`src/rtl/loader_pkg.sv`:
```
// Shared definitions for multi_bank_loader: FSM states, opcodes and
// instruction byte field positions.
package loader_pkg;

    typedef enum logic [1:0] {
        IDLE = 2'd0,
        LOAD = 2'd1,
        COMM = 2'd2
    } state_e;

    localparam logic [1:0] OP_LOAD = 2'b00;
    localparam logic [1:0] OP_CMD  = 2'b01;

    localparam int OP_MSB   = 7;
    localparam int OP_LSB   = 6;
    localparam int BANK_MSB = 5;
    localparam int BANK_LSB = 0;
    localparam int CODE_MSB = 3;
    localparam int CODE_LSB = 0;

endpackage

```
`src/rtl/word_packer.sv`:
```
// Packs a byte stream little-endian into WORD_BYTES-wide words.
// word_o shows the word including the byte presented this cycle, so the
// parent can register it on the same edge that word_done is seen.
module word_packer
    import loader_pkg::*;
#(
    parameter int WORD_BYTES = 1
) (
    input  logic                    clk,
    input  logic                    reset,
    input  logic                    clear,
    input  logic                    byte_valid,
    input  logic [7:0]              byte_in,
    output logic [8*WORD_BYTES-1:0] word_o,
    output logic                    word_done
);
    localparam int CNT_W = (WORD_BYTES > 1) ? $clog2(WORD_BYTES) : 1;

    logic [CNT_W-1:0]        lane_q, lane_d;
    logic [8*WORD_BYTES-1:0] lanes_q, lanes_d;

    // Lane steering; a new word starts from all-zero lanes so stale bytes never leak
    always_comb begin
        lane_d    = lane_q;
        lanes_d   = lanes_q;
        word_done = 1'b0;
        if (clear) begin
            lane_d  = '0;
            lanes_d = '0;
        end else if (byte_valid) begin
            if (lane_q == '0) begin
                lanes_d = '0;
            end
            lanes_d[lane_q*8 +: 8] = byte_in;
            if (lane_q == CNT_W'(WORD_BYTES - 1)) begin
                word_done = 1'b1;
                lane_d    = '0;
            end else begin
                lane_d = lane_q + 1'b1;
            end
        end
        word_o = lanes_d;
    end

    // Lane counter and lane register
    always_ff @(posedge clk) begin
        if (reset) begin
            lane_q  <= '0;
            lanes_q <= '0;
        end else begin
            lane_q  <= lane_d;
            lanes_q <= lanes_d;
        end
    end

endmodule

```
`src/rtl/multi_bank_loader.sv`:
```
// Serial front end: decodes instruction bytes, loads payload words into one
// of NBANKS BRAM banks and forwards 4-bit commands downstream.
// Optional macro LOADER_CHECKSUM_EN: each load ends with an XOR checksum byte.
module multi_bank_loader
    import loader_pkg::*;
#(
    parameter int NBANKS         = 2,
    parameter int DEPTH          = 1024,
    parameter int WORD_BYTES     = 1,
    parameter int ADDR_W         = $clog2(DEPTH),
    parameter int TIMEOUT_CYCLES = 100000
) (
    input  logic                    clk,
    input  logic                    reset,
    input  logic                    rx_valid,
    input  logic [7:0]              rx_byte,
    input  logic                    done,
    output logic [NBANKS-1:0]       bram_we,
    output logic [8*WORD_BYTES-1:0] bram_wdata,
    output logic [ADDR_W-1:0]       bram_addr,
    output logic                    cmd_valid,
    output logic [3:0]              cmd,
    output logic [NBANKS-1:0]       bank_ready,
    output logic                    busy,
    output logic                    err,
    output logic [1:0]              state_o
);
    localparam int BANK_W = (NBANKS > 1) ? $clog2(NBANKS) : 1;
    localparam int TO_W   = $clog2(TIMEOUT_CYCLES + 1);
    localparam int DW     = 8 * WORD_BYTES;

    state_e            state_q, state_d;
    logic [BANK_W-1:0] bank_q, bank_d;
    logic [ADDR_W-1:0] addr_q, addr_d;
    logic [TO_W-1:0]   to_q, to_d;
    logic [NBANKS-1:0] we_q, we_d;
    logic [DW-1:0]     wdata_q, wdata_d;
    logic [ADDR_W-1:0] baddr_q, baddr_d;
    logic              cmdv_q, cmdv_d;
    logic [3:0]        cmd_q, cmd_d;
    logic [NBANKS-1:0] ready_q, ready_d;
    logic              err_q, err_d;
`ifdef LOADER_CHECKSUM_EN
    logic              chk_q, chk_d;
    logic [7:0]        xor_q, xor_d;
`endif

    logic [NBANKS-1:0] bank_oh, sel_oh;
    logic              sel_ok, load_start, to_hit, in_chk;
    logic              pk_valid, pk_clear, pk_done;
    logic [DW-1:0]     pk_word;

`ifdef LOADER_CHECKSUM_EN
    assign in_chk = chk_q;
`else
    assign in_chk = 1'b0;
`endif

    // One-hot decodes of the active bank and of the bank named by the incoming byte
    always_comb begin
        bank_oh = '0;
        sel_oh  = '0;
        for (int unsigned i = 0; i < NBANKS; i++) begin
            bank_oh[i] = (bank_q == BANK_W'(i));
            sel_oh[i]  = (rx_byte[BANK_MSB:BANK_LSB] == 6'(i));
        end
    end

    // Packer control kept apart from the FSM so word_done does not feed back into its own inputs
    always_comb begin
        sel_ok     = ({1'b0, rx_byte[BANK_MSB:BANK_LSB]} < 7'(NBANKS));
        load_start = (state_q == IDLE) && rx_valid &&
                     (rx_byte[OP_MSB:OP_LSB] == OP_LOAD) && sel_ok;
        to_hit     = (state_q == LOAD) && !rx_valid && (to_q == TO_W'(TIMEOUT_CYCLES - 1));
        pk_valid   = (state_q == LOAD) && rx_valid && !in_chk;
        pk_clear   = load_start || to_hit;
    end

    word_packer #(.WORD_BYTES(WORD_BYTES)) u_packer (
        .clk        (clk),
        .reset      (reset),
        .clear      (pk_clear),
        .byte_valid (pk_valid),
        .byte_in    (rx_byte),
        .word_o     (pk_word),
        .word_done  (pk_done)
    );

    // Next-state and registered-output logic
    always_comb begin
        state_d = state_q;
        bank_d  = bank_q;
        addr_d  = addr_q;
        to_d    = to_q;
        we_d    = '0;
        wdata_d = wdata_q;
        baddr_d = baddr_q;
        cmdv_d  = 1'b0;
        cmd_d   = cmd_q;
        ready_d = ready_q;
        err_d   = 1'b0;
`ifdef LOADER_CHECKSUM_EN
        chk_d   = chk_q;
        xor_d   = xor_q;
`endif
        case (state_q)
            IDLE: begin
                if (rx_valid) begin
                    if (load_start) begin
                        state_d = LOAD;
                        bank_d  = BANK_W'(rx_byte[BANK_MSB:BANK_LSB]);
                        addr_d  = '0;
                        to_d    = '0;
                        ready_d = ready_q & ~sel_oh;
`ifdef LOADER_CHECKSUM_EN
                        chk_d   = 1'b0;
                        xor_d   = '0;
`endif
                    end else if (rx_byte[OP_MSB:OP_LSB] == OP_CMD) begin
                        cmd_d   = rx_byte[CODE_MSB:CODE_LSB];
                        cmdv_d  = 1'b1;
                        state_d = COMM;
                    end else begin
                        err_d = 1'b1;
                    end
                end
            end
            LOAD: begin
                if (rx_valid) begin
                    to_d = '0;
`ifdef LOADER_CHECKSUM_EN
                    if (chk_q) begin
                        state_d = IDLE;
                        chk_d   = 1'b0;
                        if (rx_byte == xor_q) begin
                            ready_d = ready_q | bank_oh;
                        end else begin
                            err_d = 1'b1;
                        end
                    end else begin
                        xor_d = xor_q ^ rx_byte;
`else
                    begin
`endif
                        if (pk_done) begin
                            we_d    = bank_oh;
                            wdata_d = pk_word;
                            baddr_d = addr_q;
                            addr_d  = addr_q + 1'b1;
                            if (addr_q == ADDR_W'(DEPTH - 1)) begin
`ifdef LOADER_CHECKSUM_EN
                                chk_d   = 1'b1;
`else
                                state_d = IDLE;
                                ready_d = ready_q | bank_oh;
`endif
                            end
                        end
                    end
                end else if (to_hit) begin
                    err_d   = 1'b1;
                    state_d = IDLE;
                    to_d    = '0;
`ifdef LOADER_CHECKSUM_EN
                    chk_d   = 1'b0;
`endif
                end else begin
                    to_d = to_q + 1'b1;
                end
            end
            COMM: begin
                if (done) begin
                    state_d = IDLE;
                end
            end
            default: state_d = IDLE;
        endcase
    end

    // State and output registers
    always_ff @(posedge clk) begin
        if (reset) begin
            state_q <= IDLE;
            bank_q  <= '0;
            addr_q  <= '0;
            to_q    <= '0;
            we_q    <= '0;
            wdata_q <= '0;
            baddr_q <= '0;
            cmdv_q  <= 1'b0;
            cmd_q   <= '0;
            ready_q <= '0;
            err_q   <= 1'b0;
`ifdef LOADER_CHECKSUM_EN
            chk_q   <= 1'b0;
            xor_q   <= '0;
`endif
        end else begin
            state_q <= state_d;
            bank_q  <= bank_d;
            addr_q  <= addr_d;
            to_q    <= to_d;
            we_q    <= we_d;
            wdata_q <= wdata_d;
            baddr_q <= baddr_d;
            cmdv_q  <= cmdv_d;
            cmd_q   <= cmd_d;
            ready_q <= ready_d;
            err_q   <= err_d;
`ifdef LOADER_CHECKSUM_EN
            chk_q   <= chk_d;
            xor_q   <= xor_d;
`endif
        end
    end

    assign bram_we    = we_q;
    assign bram_wdata = wdata_q;
    assign bram_addr  = baddr_q;
    assign cmd_valid  = cmdv_q;
    assign cmd        = cmd_q;
    assign bank_ready = ready_q;
    assign err        = err_q;
    assign busy       = (state_q != IDLE);
    assign state_o    = state_q;

endmodule

```
`config.mk`:
```
export PLATFORM = sky130hd
export DESIGN_NAME = multi_bank_loader
export DESIGN_NICKNAME = d
export VERILOG_FILES = /design/src/rtl/loader_pkg.sv /design/src/rtl/word_packer.sv /design/src/rtl/multi_bank_loader.sv
export SDC_FILE = /design/constraint.sdc
export NUM_CORES = 1
export LEC_CHECK = 0
export CAP_MARGIN = 40
export CORE_MARGIN = 10
export CORE_UTILIZATION = 45
export CTS_CLUSTER_DIAMETER = 200
export DETAILED_ROUTE_END_ITERATION = 10
export GPL_TIMING_DRIVEN = 0
export PLACE_DENSITY = 0.75
export SKIP_CTS_REPAIR_TIMING = 1
export SLEW_MARGIN = 5
export SYNTH_ARGS = -nofsm -noshare
export SYNTH_HDL_FRONTEND = slang
export SYNTH_SLANG_ARGS = --single-unit
```
`constraint.sdc`:
```
create_clock -name clk -period 2.1 [get_ports clk]
set_clock_uncertainty 0.15 [all_clocks]
set_input_delay 0.315 -clock clk [delete_from_list [all_inputs] [get_ports clk]]
set_output_delay 0.315 -clock clk [all_outputs]
set_load 0.02 [all_outputs]
```
==> key figures, run 1 <==
Status
  – Status: finished clean

Drt
  – Vias per cell: 5.32
  – Final ANT Viol Nets: 0
  – Drt drc: 0
  – DR vias: 2337
  – DRT Wirelength: 6.17 mm
  – DR pass1 iterations: 4
  – DR WL/cell: 14.0 um
  – DR iter-0 viols: 95

Layout
  – Final Instance Count excl. Fillers: 439
  – ANT cells: 0
  – Area Overhead vs Synth: 33.6%
  – Fin util: 61.8%
  – Fin area: 3380 sq um
  – Layout Nets: 376
  – Layout cell share with drive strength beyond 1: 11.7%

Synth
  – Avg Inst Size Synth: 8.23 sq um
  – Synth area leader: dfxtp_1
  – Most frequent cell after synthesis: dfxtp_1
  – Number of flops mapped to enable cells by yosys: 0
  – Syn nets: 322
  – Post-synth top area share: 45.8%
  – Cells after Synth: 308
  – Dominant synthesized flop cell: dfxtp_1
  – Async set-reset flop share out of synthesis: 0%
  – Area of the mapped netlist: 2530 sq um
  – Top cells by count, synth: dfxtp_1 (58), nand2_1 (54), a21oi_1 (34)
  – Area contributors post-synth: dfxtp_1 (46%), nand2_1 (8.0%), a21oi_1 (6.7%), nor2_1 (4.0%), o21ai_0 (4.0%)
  – Yosys warns: 0
  – Count of cell types in the netlist: 46
  – Sequential share of the synthesized area: 45.8%
  – Register bit count reported by yosys: 58

Pwr
  – Pwr Total: 2.48 mW
  – Pleak: 1.28 nW
  – Pwr per Cell Area: 733 nW/um^2
  – Worst vdd ir: 589 uV

Worst setup path
  – CP arrival: 2.13 ns
  – Register-to-Register Path Depth: 6
  – Crit path capture type: flop
  – R2R Setup Slk: 0.13 ns
  – Worst R2R End: to_q[12]$_SDFFE_PP0P_
  – Setup crit start kind: input pin
  – Crit Path Category: in2reg
  – Crit Path Max Fanout: 5
  – WP data required: 2.19 ns
  – FF-to-FF Start: to_q[0]$_SDFFE_PP0P_

Floorplan
  – Die ar.: 9030 sq um
  – Initial Util: 46.3%
  – Core area: 5470 sq um
  – Height of the die: 95.0 um
  – Site row count: 27
  – IO Count: 43
  – Die width: 95.0 um

GRT
  – First-pass GRT wire length: 10.2 mm
  – Gr ovfl total: 0
  – Vias in the first global route: 2172
  – GRT Util Overall: 14.3%
  – Initial antenna violation count: 0
  – Largest net degree at the start of global routing: 12

Min path
  – Hold crit path type: in2reg
  – Worst Hold Depth: 3
  – Worst Hold Path EP: bram_wdata[5]$_SDFFE_PP0P_
  – Min-Delay Startpoint: rx_byte[5]

Clock tree
  – Clk pin slew, worst setup/hold paths: 0.07 ns
  – CTS tree: yes
  – Clk buf depth: 2
  – Sink Count: 58
  – CTS H-tree lvls: 3
  – Root buf cell: clkbuf_8
  – CTS Buf Count: 9
  – Worst-skew pair later-pin latency: 0.34 ns

STA
  – Worst-margin pin slew: 0.473 ns
  – Final setup fails: 0
  – Hold WS: 0.118 ns
  – Setup TNS Final: 0 ns
  – Final min period: 2.04 ns
  – Max-Slew Margin vs Limit: 68.2%
  – Hold Vio Cnt, Final: 0
  – Fin. max-slew vios: 0
  – PnR worst setup slack: 0.0645 ns
  – Final Cycle Share: 96.9%
  – Fmax: 491 MHz

Placed design
  – IO Port Bufs: 42
  – Placed Instances: 422
  – DP HPWL: 4.39 mm
  – Cell area after placement: 3040 sq um
  – Pre-CTS WS: -0.659 ns
  – RePlAce Congestion: 0.889

Job
  – Max Cap Viol: 0
-- logic make-up (layout without fill, tap and decap cells) --
kind of cell	count (synthesis)	after routing	synth area share (%)
flops	58	58	45.8
simple gates	144	144	29.3
fa+ha+maj	2	2	0.987
mux	5	5	1.98
compound gates	69	69	15.3
buf+inv	21	80	3.51
xor+xnor	9	9	3.11
-- routing by layer --
layer,global-route usage [%],up-vias,part of all wire (%)
met4,6.23,0,1.5
li1,-,1187,-
met3,5.66,10,8.0
met5,0,-,0
met1,15.8,1073,42
met2,24.0,67,49
-- where the power goes --
part / leakage (nW) / internal, mW / total [mW] / switching, mW
logic: 0.691 / 0.0466 / 0.107 / 0.0608
clock network: 0.120 / 0.787 / 1.26 / 0.477
registers: 0.468 / 1.11 / 1.11 / 0.00433
-- sequential cells by signal (all words and copies together) (netlist names) --
signal	count
to_q	17
addr_q	10
bram_addr	10
bram_wdata	8
cmd	4
bank_ready	2
bram_we	2
state_o	2
bank_q	1
cmd_valid	1
err	1
-- how the worst max path moves through the flow --
| stage | start | to | slack (ns) | depth (start not counted) |
|---|---|---|---|---|
| CTS | rx_valid | to_q[13]$_SDFFE_PP0P_ | -0.30 | 6 |
| detailed placement | rx_valid | to_q[13]$_SDFFE_PP0P_ | -0.66 | 6 |
| finish | rx_byte[6] | to_q[13]$_SDFFE_PP0P_ | 0.06 | 6 |
| global placement | rx_valid | to_q[13]$_SDFFE_PP0P_ | -0.66 | 6 |
| global route | to_q[0]$_SDFFE_PP0P_ | to_q[16]$_SDFFE_PP0P_ | -0.04 | 6 |
| floorplan | rx_byte[7] | to_q[4]$_SDFFE_PP0P_ | 0.13 | 6 |
-- critical path, cell delays in order --
cell and delay, ns:
clkdlybuf4s50_1 0.45, or4_4 0.44, o21ba_4 0.26, o21ai_1 0.29, o21ai_0 0.15, a21bo_2 0.22
-- cells in the final DEF (no fill, tap or decap), drive strengths merged, types with 9 or more instances in the layout --
cell type	netlist	final
nor2	28	28
nand2	54	54
clkdlybuf4s50	0	34
o21ai	21	21
clkbuf	10	19
dfxtp	58	58
a21oi	34	34
or3	9	9
nand3	12	12
-- layout make-up --
type / instances / area (sq um)
Clock inverter: 7 / 116
Clock buffer: 9 / 124
Timing Repair Buffer: 44 / 455
Sequential cell: 58 / 1160
Fill cell: 466 / 2090
Multi-Input combinational cell: 229 / 1340
Tap cell: 72 / 90.1
Buffer: 13 / 72.6
Inverter: 7 / 26.3
Power figures use the tool's default switching activity.
==> run 2: changes to the inputs <==
==> constraint.sdc (replaced) <==
create_clock -name clk -period 2.17 [get_ports clk]
set_clock_uncertainty 0.15 [all_clocks]
set_input_delay 0.3255 -clock clk [delete_from_list [all_inputs] [get_ports clk]]
set_output_delay 0.3255 -clock clk [all_outputs]
set_load 0.02 [all_outputs]
==> key figures, run 2 (synthesis gave the netlist of run 1 again) <==
Pwr
  – Pleak: 1.21 nW (-5.1%)
  – Pwr Total: 2.40 mW (-3.4%)
  – Pwr per Cell Area: 715 nW/um^2 (-2.5%)
  – Worst vdd ir: 560 uV (-4.9%)

Worst setup path
  – Register-to-Register Path Depth: 6 (unchanged)
  – Crit Path Max Fanout: 10 (+5)
  – WP data required: 2.24 ns (+0.05 ns)
  – Worst R2R End: to_q[13]$_SDFFE_PP0P_
  – Crit path capture type: flop
  – CP arrival: 2.21 ns (+0.08 ns)
  – R2R Setup Slk: 0.16 ns (+0.03 ns)
  – FF-to-FF Start: to_q[0]$_SDFFE_PP0P_
  – Setup crit start kind: input pin
  – Crit Path Category: in2reg

Layout
  – Layout cell share with drive strength beyond 1: 11.2% (-0.48 points)
  – Most flops, register: to_q
  – Fin area: 3360 sq um (-0.85%)
  – Max reg flops: 17 (unchanged)
  – Leading cell types in the layout, fill and taps excluded: dfxtp_1 (57), nand2_1 (54), clkdlybuf4s50_1 (39), a21oi_1 (33), nor2_1 (27)
  – Area Overhead vs Synth: 32.4%
  – ANT cells: 0 (unchanged)
  – Layout Nets: 374 (-0.53%)
  – Commonest non-fill, non-tap cell in the layout: dfxtp_1

Clock tree
  – Root buf cell: clkbuf_8
  – Worst-skew pair later-pin latency: 0.34 ns (about the same)
  – Clk pin slew, worst setup/hold paths: 0.07 ns (about the same)
  – Clk buf depth: 2 (unchanged)
  – CTS tree: yes
  – Sink Count: 58 (unchanged)
  – CTS H-tree lvls: 3 (unchanged)
  – CTS Buf Count: 9 (unchanged)

GRT
  – Largest net degree at the start of global routing: 12 (unchanged)
  – Gr ovfl total: 0 (unchanged)
  – GRT Util Overall: 14.3% (unchanged)
  – First-pass GRT wire length: 10.2 mm (unchanged)
  – Vias in the first global route: 2172 (unchanged)
  – Initial antenna violation count: 0 (unchanged)

Placed design
  – Pre-CTS WS: -0.600 ns (+0.0595 ns)
  – DP HPWL: 4.39 mm (unchanged)
  – IO Port Bufs: 42 (unchanged)
  – RePlAce Congestion: 0.889 (unchanged)
  – Cell area after placement: 3040 sq um (unchanged)

Floorplan
  – Height of the die: 95.0 um (unchanged)
  – Core area: 5470 sq um (unchanged)
  – IO Count: 43 (unchanged)
  – Site row count: 27 (unchanged)
  – Die ar.: 9030 sq um (unchanged)
  – Initial Util: 46.3% (unchanged)
  – Die width: 95.0 um (unchanged)

STA
  – Setup TNS Final: 0 ns (unchanged)
  – Worst-margin pin slew: 0.492 ns (+0.0188 ns)
  – Final setup fails: 0 (unchanged)
  – Hold WS: 0.180 ns (+0.0623 ns)
  – Final min period: 2.14 ns
  – RSZ-0062 raised after global routing: yes
  – Hold Vio Cnt, Final: 0 (unchanged)
  – Fin. max-slew vios: 0 (unchanged)
  – PnR worst setup slack: 0.0320 ns (-0.0325 ns)
  – Final Cycle Share: 98.5%
  – Max-Slew Margin vs Limit: 66.9% (-1.3 points)
  – Fmax: 468 MHz

Drt
  – Drt drc: 0 (unchanged)
  – DR pass1 iterations: 4 (unchanged)
  – DR iter-0 viols: 145 (+53%)
  – DR vias: 2309 (-1.2%)
  – DRT Wirelength: 6.16 mm (about the same)
  – DR WL/cell: 14.1 um (+0.38%)
  – Final ANT Viol Nets: 0 (unchanged)
  – Vias per cell: 5.28 (-0.75%)

Min path
  – Worst Hold Depth: 3 (unchanged)
  – Worst Hold Path EP: bram_wdata[1]$_SDFFE_PP0P_
  – Min-Delay Startpoint: rx_byte[1]
  – Hold crit path type: in2reg

Job
  – Max Cap Viol: 0 (unchanged)

Status
  – Status: finished clean
run 2: per-layer routing:
metal | part of all wire [%] | global-route usage [%] | up-vias
met1 | 41 | 15.8 | 1053
met4 | 1.8 | 6.23 | 0
li1 | - | - | 1183
met3 | 8.0 | 5.66 | 9
met5 | 0 | 0 | -
met2 | 49 | 24.0 | 64
run 2: final cells by class:
cell class | instances | area [sq um]
fillers | 478 | 2120
multi-input cells | 229 | 1340
flip-flops and latches | 58 | 1160
repair buffers | 42 | 428
clock buffers | 9 | 124
clock inverters | 7 | 116
well taps | 72 | 90.1
plain buffers | 13 | 70.1
inverters | 7 | 26.3
run 2: worst max path at each step:
stage                     depth (start not counted)                     to        from  slack (ns)
after detailed placement                          6  to_q[13]$_SDFFE_PP0P_    rx_valid       -0.60
after global placement                            6  to_q[13]$_SDFFE_PP0P_    rx_valid       -0.60
final                                             7   to_q[2]$_SDFFE_PP0P_  rx_byte[4]        0.03
after global routing                              7   to_q[2]$_SDFFE_PP0P_  rx_byte[5]       -0.01
after floorplan                                   6   to_q[4]$_SDFFE_PP0P_  rx_byte[7]        0.19
after CTS                                         6  to_q[13]$_SDFFE_PP0P_    rx_valid       -0.24
run 2: power breakdown:
part           internal, mW  total, mW  switching, mW  leakage (nW)
logic                0.0465      0.106         0.0597         0.626
registers              1.07       1.07        0.00420         0.468
clock network         0.762       1.22          0.456         0.120
total                  1.88       2.40          0.520          1.21
run 2: metrics by stage:
stage,util (%),std cells
4_1_cts,60.0,438
2_1_floorplan,-,308
5_1_grt,61.3,437
3_5_place_dp,55.6,422
3_3_place_gp,55.6,422
6_report,61.3,437
run 2: worst max-delay path: stages:
cell	delay, ns
clkdlybuf4s50_1	0.45
or4b_4	0.56
o21ba_4	0.26
o21a_2	0.23
buf_6	0.15
o21ai_0	0.14
o21ai_0	0.09
==> run 3: changes to the inputs <==
--- a/config.mk
+++ b/config.mk
@@ -5,12 +5,12 @@
 export SDC_FILE = /design/constraint.sdc
 export NUM_CORES = 1
 export LEC_CHECK = 0
+export ABC_CLOCK_PERIOD_IN_PS = 2170
 export CAP_MARGIN = 40
 export CORE_MARGIN = 10
 export CORE_UTILIZATION = 45
 export CTS_CLUSTER_DIAMETER = 200
 export DETAILED_ROUTE_END_ITERATION = 10
-export GPL_TIMING_DRIVEN = 0
 export PLACE_DENSITY = 0.75
 export SKIP_CTS_REPAIR_TIMING = 1
 export SLEW_MARGIN = 5
==> key figures, run 3 (synthesis gave the netlist of run 1 again) <==
Status
  – Status: finished clean

Worst setup path
  – CP arrival: 2.20 ns (about the same)
  – Crit path capture type: flop
  – WP data required: 2.26 ns (+0.02 ns)
  – Crit Path Max Fanout: 12 (+2)
  – Setup crit start kind: input pin
  – Crit Path Category: in2reg

Drt
  – DR iter-0 viols: 60 (-59%)
  – Final ANT Viol Nets: 0 (unchanged)
  – Drt drc: 0 (unchanged)
  – DR vias: 2337 (+1.2%)
  – DRT Wirelength: 6.34 mm (+3.0%)
  – Vias per cell: 5.24 (-0.83%)
  – DR WL/cell: 14.2 um (+0.91%)
  – DR pass1 iterations: 4 (unchanged)

Placed design
  – Placed Instances: 430 (+1.9%)
  – Cell area after placement: 3170 sq um (+4.2%)
  – IO Port Bufs: 42 (unchanged)
  – DP HPWL: 4.70 mm (+6.9%)
  – RePlAce Congestion: 0.796 (-10%)

GRT
  – Gr ovfl total: 0 (unchanged)
  – Vias in the first global route: 2239 (+3.1%)
  – First-pass GRT wire length: 10.5 mm (+3.4%)
  – GRT Util Overall: 14.6% (+0.34 points)
  – Initial antenna violation count: 0 (unchanged)
  – Largest net degree at the start of global routing: 31 (+19)

Layout
  – Layout Nets: 383 (+2.4%)
  – Number of fill cells: 500 (+4.6%)
  – Final Instance Count excl. Fillers: 446 (+2.1%)
  – Leading cell types in the layout, fill and taps excluded: dfxtp_1 (58), nand2_1 (54), clkdlybuf4s50_1 (42), a21oi_1 (34), nor2_1 (27)
  – ANT cells: 0 (unchanged)
  – Most flops, register: to_q
  – Max reg flops: 17 (unchanged)
  – Fin area: 3410 sq um (+1.5%)
  – Commonest non-fill, non-tap cell in the layout: dfxtp_1
  – Multi-input gate area: 1290 sq um (-3.7%)
  – Layout cell share with drive strength beyond 1: 12.8% (+1.6 points)
  – Sequential standard cell area: 1160 sq um (-0.11%)
  – Area Overhead vs Synth: 34.4%

STA
  – Fin. max-slew vios: 0 (unchanged)
  – Fmax: 473 MHz (+1.1%)
  – RSZ-0062 raised after global routing: no
  – Max-Slew Margin vs Limit: 65.8% (-1.1 points)
  – Hold Vio Cnt, Final: 0 (unchanged)
  – Final setup fails: 0 (unchanged)
  – Final Cycle Share: 97.5% (-1.0 points)
  – Worst-margin pin slew: 0.513 ns (+0.0207 ns)
  – Final min period: 2.12 ns (-0.0225 ns)

Pwr
  – Pleak: 1.23 nW (+1.5%)
  – Worst vdd ir: 683 uV (+22%)
  – Pwr per Cell Area: 685 nW/um^2 (-4.2%)

Floorplan
  – Die width: 95.0 um (unchanged)
  – IO Count: 43 (unchanged)
  – Die ar.: 9030 sq um (unchanged)
  – Height of the die: 95.0 um (unchanged)
  – Site row count: 27 (unchanged)
  – Initial Util: 46.3% (unchanged)
  – Core area: 5470 sq um (unchanged)

Clock tree
  – CTS H-tree lvls: 3 (unchanged)
  – Root buf cell: clkbuf_8
  – Worst-skew pair later-pin latency: 0.35 ns (about the same)
  – Clk pin slew, worst setup/hold paths: 0.06 ns (about the same)
  – Sink Count: 58 (unchanged)
  – Clk buf depth: 2 (unchanged)
  – CTS Buf Count: 9 (unchanged)
  – CTS tree: yes

Min path
  – Hold crit path type: reg2reg

Job
  – Max Cap Viol: 0 (unchanged)
==> run 3: cell count changes in the layout (fill, tap and decap cells not counted), sizes merged, moves of 3 or more <==
cell	delta
clkdlybuf4s50	+3
buf	+20
dlymetal6s2s	-3
clkbuf	-8
==> run 3: cell type report <==
| cell class | instances | share of cell area (%) |
|---|---|---|
| clock inverter | 4 | 2.17 |
| timing repair buffer | 64 | 17.9 |
| inverter | 7 | 0.771 |
| tap | 72 | 2.65 |
| sequential | 58 | 34.1 |
| clock buffer | 12 | 4.56 |
| multi-input combinational | 229 | 37.8 |
==> run 3: through the flow <==
step / hold slack [ns] / utilization (%) / setup slack [ns] / setup TNS, ns / total power, mW
2_1_floorplan: 0.287 / - / 0.189 / 0 / 1.15
3_3_place_gp: 0.292 / 58.0 / -0.329 / -8.80 / 1.22
3_5_place_dp: 0.298 / 58.0 / -0.423 / -10.16 / 1.22
4_1_cts: 0.308 / 62.1 / -0.0976 / -0.115 / 2.35
5_1_grt: 0.325 / 62.2 / 0.000701 / 0 / 2.40
6_report: 0.302 / 62.2 / 0.0545 / 0 / 2.33
==> run 3: power by group <==
group | internal [mW] | switching, mW | leakage (nW)
registers | 1.07 | 0.00246 | 0.468
clock network | 0.709 | 0.424 | 0.117
logic | 0.0616 | 0.0648 | 0.647
==> run 3: worst paths after layout <==
check,from,to,slack (ns),cells past startpoint
setup / recovery,rx_byte[4],addr_q[6]$_SDFFE_PP0P_,0.05,7
hold / removal,bram_addr[8]$_SDFFE_PP0P_,bram_addr[8]$_SDFFE_PP0P_,0.30,2
setup reg to reg,to_q[0]$_SDFFE_PP0P_,to_q[16]$_SDFFE_PP0P_,0.24,7
hold reg to reg,bram_addr[8]$_SDFFE_PP0P_,bram_addr[8]$_SDFFE_PP0P_,0.30,2
==> run 3: worst max-delay path: stages <==
cell and delay [ns]:
clkdlybuf4s50_1 0.44, or4b_4 0.54, o21ba_2 0.27, buf_12 0.15, nor4_4 0.26, xnor2_1 0.17
nor2_2 0.04
==> run 3: routing by layer <==
metal	wire [um]	global-route usage, %
met3	334	4.79
met4	103	5.99
met2	3080	24.7
met5	0	0
met1	2830	16.8
